File: src/rtl/riscv_pkg.sv
// Shared RISC-V datapath types and constants.
package riscv_pkg;
  localparam int XLEN       = 32;
  localparam int REG_ADDR_W = 5;

  typedef logic [REG_ADDR_W-1:0] reg_addr_t;
  typedef logic [XLEN-1:0]       word_t;

  localparam reg_addr_t REG_ZERO = 5'd0;
endpackage

File: src/rtl/register_file_32x32_read_port.sv
// One combinational read port: address decode, x0 forcing and write bypass.
module regfile_read_port #(
  parameter int XLEN   = 32,
  parameter int NREGS  = 32,
  parameter int AW     = 5,
  parameter int BYPASS = 1
) (
  input  logic            rst_n_i,
  input  logic            reg_write_i,
  input  logic [AW-1:0]   write_reg_i,
  input  logic [XLEN-1:0] write_data_i,
  input  logic [AW-1:0]   read_reg_i,
  input  logic [XLEN-1:0] regs_i [NREGS],
  output logic [XLEN-1:0] read_data_o
);
  import riscv_pkg::*;

  logic bypass_hit;

  assign bypass_hit = (BYPASS != 0) && reg_write_i
                      && (write_reg_i != AW'(REG_ZERO))
                      && (write_reg_i == read_reg_i);

  // Reset and x0 override everything, including the bypass path.
  always_comb begin
    read_data_o = '0;
    if (!rst_n_i || (read_reg_i == AW'(REG_ZERO))) begin
      read_data_o = '0;
    end else if (bypass_hit) begin
      read_data_o = write_data_i;
    end else begin
      read_data_o = regs_i[read_reg_i];
    end
  end
endmodule

File: src/rtl/register_file_32x32.sv
// RISC-V integer register file: x0 hardwired to zero, synchronous writes,
// two combinational read ports with optional same-cycle write bypass.
module register_file_32x32 #(
  parameter int XLEN   = 32,
  parameter int NREGS  = 32,
  parameter int AW     = 5,
  parameter int BYPASS = 1
) (
  input  logic            clk,
  input  logic            rst_n,
  input  logic            reg_write,
  input  logic [AW-1:0]   read_reg1,
  input  logic [AW-1:0]   read_reg2,
  input  logic [AW-1:0]   write_reg,
  input  logic [XLEN-1:0] write_data,
  output logic [XLEN-1:0] read_data1,
  output logic [XLEN-1:0] read_data2
);
  import riscv_pkg::*;

  logic [XLEN-1:0] regs_q    [1:NREGS-1];
  logic [XLEN-1:0] regs_view [NREGS];
  logic            wr_en_d   [1:NREGS-1];

  assign regs_view[0] = '0;

  // x0 has no storage; every other register resets to zero.
  for (genvar gi = 1; gi < NREGS; gi++) begin : g_reg
    assign wr_en_d[gi]   = reg_write && (write_reg == AW'(gi))
                           && (write_reg != AW'(REG_ZERO));
    assign regs_view[gi] = regs_q[gi];

    always_ff @(posedge clk or negedge rst_n) begin
      if (!rst_n) begin
        regs_q[gi] <= '0;
      end else if (wr_en_d[gi]) begin
        regs_q[gi] <= write_data;
      end
    end
  end

  regfile_read_port #(
    .XLEN(XLEN), .NREGS(NREGS), .AW(AW), .BYPASS(BYPASS)
  ) u_rs1 (
    .rst_n_i      (rst_n),
    .reg_write_i  (reg_write),
    .write_reg_i  (write_reg),
    .write_data_i (write_data),
    .read_reg_i   (read_reg1),
    .regs_i       (regs_view),
    .read_data_o  (read_data1)
  );

  regfile_read_port #(
    .XLEN(XLEN), .NREGS(NREGS), .AW(AW), .BYPASS(BYPASS)
  ) u_rs2 (
    .rst_n_i      (rst_n),
    .reg_write_i  (reg_write),
    .write_reg_i  (write_reg),
    .write_data_i (write_data),
    .read_reg_i   (read_reg2),
    .regs_i       (regs_view),
    .read_data_o  (read_data2)
  );
endmodule

File: config.mk
export PLATFORM = sky130hd
export DESIGN_NAME = register_file_32x32
export DESIGN_NICKNAME = d
export VERILOG_FILES = /design/src/rtl/riscv_pkg.sv /design/src/rtl/register_file_32x32_read_port.sv /design/src/rtl/register_file_32x32.sv
export SDC_FILE = /design/constraint.sdc
export NUM_CORES = 2
export LEC_CHECK = 0
export ABC_CLOCK_PERIOD_IN_PS = 2380
export CAP_MARGIN = 20
export CELL_PAD_IN_SITES_DETAIL_PLACEMENT = 0
export CELL_PAD_IN_SITES_GLOBAL_PLACEMENT = 1
export CORE_ASPECT_RATIO = 1.2
export CORE_MARGIN = 5
export CORE_UTILIZATION = 49
export DETAILED_ROUTE_END_ITERATION = 6
export HOLD_SLACK_MARGIN = 0.05
export PLACE_DENSITY_LB_ADDON = 0.12
export SYNTH_ARGS = -nofsm -noshare
export SYNTH_HDL_FRONTEND = slang
export SYNTH_HIERARCHICAL = 1
export SYNTH_SLANG_ARGS = --single-unit
File: constraint.sdc
create_clock -name clk -period 2.38 [get_ports clk]
set_clock_uncertainty 0.05 [all_clocks]
set_input_delay 0.476 -clock clk [delete_from_list [all_inputs] [get_ports clk]]
set_output_delay 0.476 -clock clk [all_outputs]
set_load 0.005 [all_outputs]
Word-level counts from Yosys, hierarchy flattened
Index checks and enable logic that the tools add are counted.
- register bits after elaboration: 992
- latch bits: 0
- bits in writable memories: 0
- bits in read-only memories: 0
- input bits: 50
- output and inout port bits: 64
- logic and storage cells: 149
- memories: 0
- add/subtract/negate cells: 0
- $mul: 0
- divide/modulo/power cells: 0
- $lt $le $gt $ge: 2
- eq/ne operators: 33
- shifts and indexed selects: 0
- mux-type cells: 10
- bitwise gates (word level): 2
- reduce and logical (&&, ||, !) cells: 71
- operators with widths (operator ; number):
    $bmux 32 s5 ; 2
    $mux 32 ; 8
    $eq 5x5->1 const B ; 16
    $logic_and 1x1->1 ; 65
    $eq 5x4->1 const B ; 8
    $eq 5x3->1 const B ; 4
    $ge 6x6->1 const B ; 2
    $not 5->6 ; 2
    $eq 5x2->1 const B ; 2
    $eq 5x5->1 ; 2
    $logic_not 5->1 ; 2
    $eq 5x1->1 const B ; 1
    $reduce_bool 5->1 ; 1
    $logic_or 1x1->1 ; 2
    $logic_not 1->1 ; 1

Longest topological paths before layout
- word-level depth: 6
- gate-level depth with buffers: 9
- mapped depth without buffers: 5

Cells and area by module
The synthesis kept the hierarchy.
- modules (own cells, without submodules) (module ; times used ; cells each ; area each (um^2)):
    register_file_32x32 ; 1 ; 2224 ; 37156.9
    regfile_read_port ; 2 ; 659 ; 8637.0

Worst setup path after synthesis
Ideal clock, no wire load.
- path type: input port to output port
- from: in read_reg1[1]
- to: out read_data1[13]
- data arrival time: 1862 ps
- required time: 1854 ps
- path slack: -8 ps
- stages: 8
- path buffers: 3
- path through: buf_4 > buf_6 > buf_6 > mux4_2 > mux2i_1 > mux2i_1 > o22ai_1 > nor3_2
- word-level cells in the longest chain between the ends: 6
- RTL lines (what ; RTL line ; RTL):
    from (decl) ; register_file_32x32.sv:12 ; input logic [AW-1:0] read_reg1,
    $not 5->6 (implied by the code) ; register_file_32x32_read_port.sv:32 ; read_data_o = regs_i[read_reg_i];
    $bmux 32 s5 ; register_file_32x32_read_port.sv:32 ;
    $mux 32 (implied by the code) (2 in a row) ; register_file_32x32_read_port.sv:32 ;
    $mux 32 ; register_file_32x32_read_port.sv:29 ; end else if (bypass_hit) begin
    $mux 32 * ; register_file_32x32_read_port.sv:27 ; if (!rst_n_i || (read_reg_i == AW'(REG_ZERO))) begin
    to (decl) ; register_file_32x32.sv:16 ; output logic [XLEN-1:0] read_data1,
Mark *: on every way between the ends. The rest lies on a longest branch, timed or not. The select of a mux whose other input is x is not followed.

Worst setup path in the final report
- from: reg regs_q[30] (netlist bit)
- to: out read_data1[30]
- word-level cells in the longest chain between the ends: 5
- RTL lines (what ; RTL line ; RTL):
    from (decl) ; register_file_32x32.sv:21 ; logic [XLEN-1:0] regs_q [1:NREGS-1];
    from (signal, indexed assignment) ; register_file_32x32.sv:37 ; regs_q[gi] <= write_data;
    $bmux 32 s5 ; register_file_32x32_read_port.sv:32 ;
    $mux 32 (implied by the code) (2 in a row) ; register_file_32x32_read_port.sv:32 ;
    $mux 32 ; register_file_32x32_read_port.sv:29 ;
    $mux 32 ; register_file_32x32_read_port.sv:27 ;
Every way passes these cells. The select of a mux whose other input is x is not followed.

==> flow_metrics.tcl <==
set metrics [dict create \
    antenna_found_initial 5 \
    critical_path.slowest_cell "mux4_2" \
    cp_top_family "multiplexers" \
    first_pass_iters 5 \
    finalNetCount 4152 \
    min_period_ps 3040 \
    p_per_area_nw_per_um2 768 \
    cp_cell_sequence "buf_4, mux4_2, mux4_2, nor2_4, nor4_2, buf_2" \
    dpl_worst_slack_ps -1410 \
    synth_top_area_share_pct 45.6 \
    reg.largest.list "regs_q: 992 flops" \
    critPathBufInv 2 \
    setup_ws_ps -663 \
    top_register "regs_q" \
    vdd_drop_max_mv 0.625 \
    gp_congestion 0.882 \
    synth_edf_count 0 \
    cp-end-kind "output port" \
    grt_pass1_vias 39600 \
    cpMostUsedCell "mux4_2" \
    synth_ff_type "dfrtp_1" \
    most-common-layout-cells "992 x dfrtp_1, 975 x mux2_2, 514 x mux4_2" \
    area_growth_pct 27.2 \
    clock_latency_ps 720 \
    ys_seq_area_share_pct 45.6 \
    async_reset_ff_share_pct 100 \
    syn_area_per_cell_um2 15.4 \
    postRouteAntennaNets 0 \
    cts_tree "yes" \
    rsz0062_at_grt "yes" \
    synth_area_leader_cell "dfrtp_1" \
    final_util_pct 62.5 \
    grtUsageTotal_pct 32.0 \
    cts_buffers 106 \
    numClockSinks 992 \
    ys_ff_latch 992 \
    core_area_um2 111000 \
    start_util_pct 49.1 \
    synth.area.top_cells "dfrtp_1 46%, mux4_2 21%, mux2_2 20%" \
    violations "setup timing" \
    clk_pin_slew_ps 60 \
    start_kind "register" \
    run_status "finished, violations left" \
    dp_hpwl_um 122000 \
    timing.final.crit_share_pct 128 \
    die_y_um 375 \
    avgRoutedWirePerCell_um 33.7 \
    cp.arrival_ps 2520 \
    ctsHtreeMaxLevel 3 \
    slowest_delay_ps 550 \
    placedInstanceArea_um2 61500 \
    cts_buffer_depth 3 \
    min_path_type "reg2reg" \
    root_buffer "clkbuf_16" \
    tightest_slew_ps 743 \
    final_common_cell "dfrtp_1" \
    power_mw 53.2 \
    hold_viol 0 \
    synth.cell_area_um2 54400 \
    numPortBuffers 113 \
    overflow 0 \
    max_freq_ghz 0.329 \
    maxSlewHeadroom_pct 50.5 \
    finalSetupTns_ps -32230 \
    worstPathMaxFanout 2 \
    ys_warn_count 6 \
    drtIter0Drc 3212 \
    setup-violations-final 64 \
    io-pin-count 114 \
    required_ps 1850 \
    path_class "reg2out" \
    wirelength_um 192000 \
    maxCapViolCount 0 \
    layout-drive-gt1-share_pct 66.6 \
    leakage_nw 29.9 \
    vias_per_cell 6.50 \
    netlist_instances 3542 \
    die_w_um 314 \
    grt_max_degree 180 \
    fp-row-count 134 \
    ys_types 34 \
    largest_reg_flops 992 \
    die-area_um2 118000 \
    slew_viol_final 0 \
    drc_errors 0 \
    postLayoutCellArea_um2 69300 \
    grt_pass1_wl_um 277000 \
    vias 37000 \
]
==> synthesized netlist by cell type, types with 3 or more instances <==
| library cell | n |
|---|---|
| nor2_1 | 147 |
| dfrtp_1 | 992 |
| buf_4 | 72 |
| inv_1 | 4 |
| nand3_1 | 6 |
| and4bb_2 | 3 |
| mux2_2 | 975 |
| nor3_2 | 59 |
| or3_1 | 5 |
| nor3_1 | 4 |
| mux4_2 | 514 |
| o31ai_2 | 4 |
| clkbuf_1 | 124 |
| xnor2_1 | 8 |
| nand4b_1 | 3 |
| o22ai_1 | 188 |
| buf_6 | 25 |
| buf_2 | 158 |
| nand2_1 | 16 |
| mux2_1 | 17 |
| buf_1 | 5 |
| mux2i_1 | 188 |
| nand2b_1 | 6 |
==> layer usage <==
metal	share of wire (%)	routed length, um	GRT usage (%)	up-vias
li1	-	-	-	14800
met3	6.9	13200	5.53	430
met2	49	93900	52.6	1460
met1	39	75100	42.0	20200
met5	0.011	22	0	-
met4	4.8	9260	14.8	4
==> power breakdown <==
part | total (mW) | switching (mW) | internal (mW)
logic | 13.6 | 5.54 | 8.03
clock network | 17.0 | 7.21 | 9.82
registers | 22.6 | 2.43 | 20.2
==> worst register-to-register path, cell delays in order, from the launching register on <==
cell	delay, ps
dfrtp_1	390
buf_4	130
buf_4	110
mux2_2	250
==> per-stage QoR <==
step / instances / hold WS (ps)
2_1_floorplan: 3605 / 130
3_3_place_gp: 5321 / 437
3_5_place_dp: 5321 / 453
4_1_cts: 5608 / 465
5_1_grt: 5686 / 472
6_report: 5687 / 463
==> layout make-up <==
class	count	area (um2)
sequential	992	24800
fill	8138	41600
tap	1496	1870
multi-input combinational	2225	29900
timing repair buffer	773	9140
antenna	2	5.00
inverter	4	15.0
clock buffer	145	3010
clock inverter	50	524
==> final timing paths <==
check	start	cells past startpoint	end	slack (ps)
setup / recovery	regs_q[30]	6	read_data1[30]	-660
hold / removal	regs_q[899]	1	regs_q[899]	460
setup reg to reg	regs_q[60]	3	regs_q[60]	1330
hold reg to reg	regs_q[899]	1	regs_q[899]	460
max in group asynchronous	rst_n	4	regs_q[7]	220
min in group asynchronous	rst_n	3	regs_q[888]	960
==> cells by family after synthesis <==
family          after synthesis  synth area share, %
other cells                   1              0.00689
xor+xnor                      8                0.129
buf+inv                     388                 3.88
compound gates              198                 2.40
flops                       992                 45.6
simple gates                261                 2.73
mux                        1694                 45.2
==> what timing repair did <==
action | in CTS | in global routing
setup endpoints to repair | 64 | 765
resized for setup | 604 | 209
cloned | 7 | 12
hold endpoints to repair | 55 | 0
pin swaps | 111 | 95
setup buffers | 109 | 83
hold buffers | 1 | 0
Note: power is estimated with default switching activity, not from simulation.
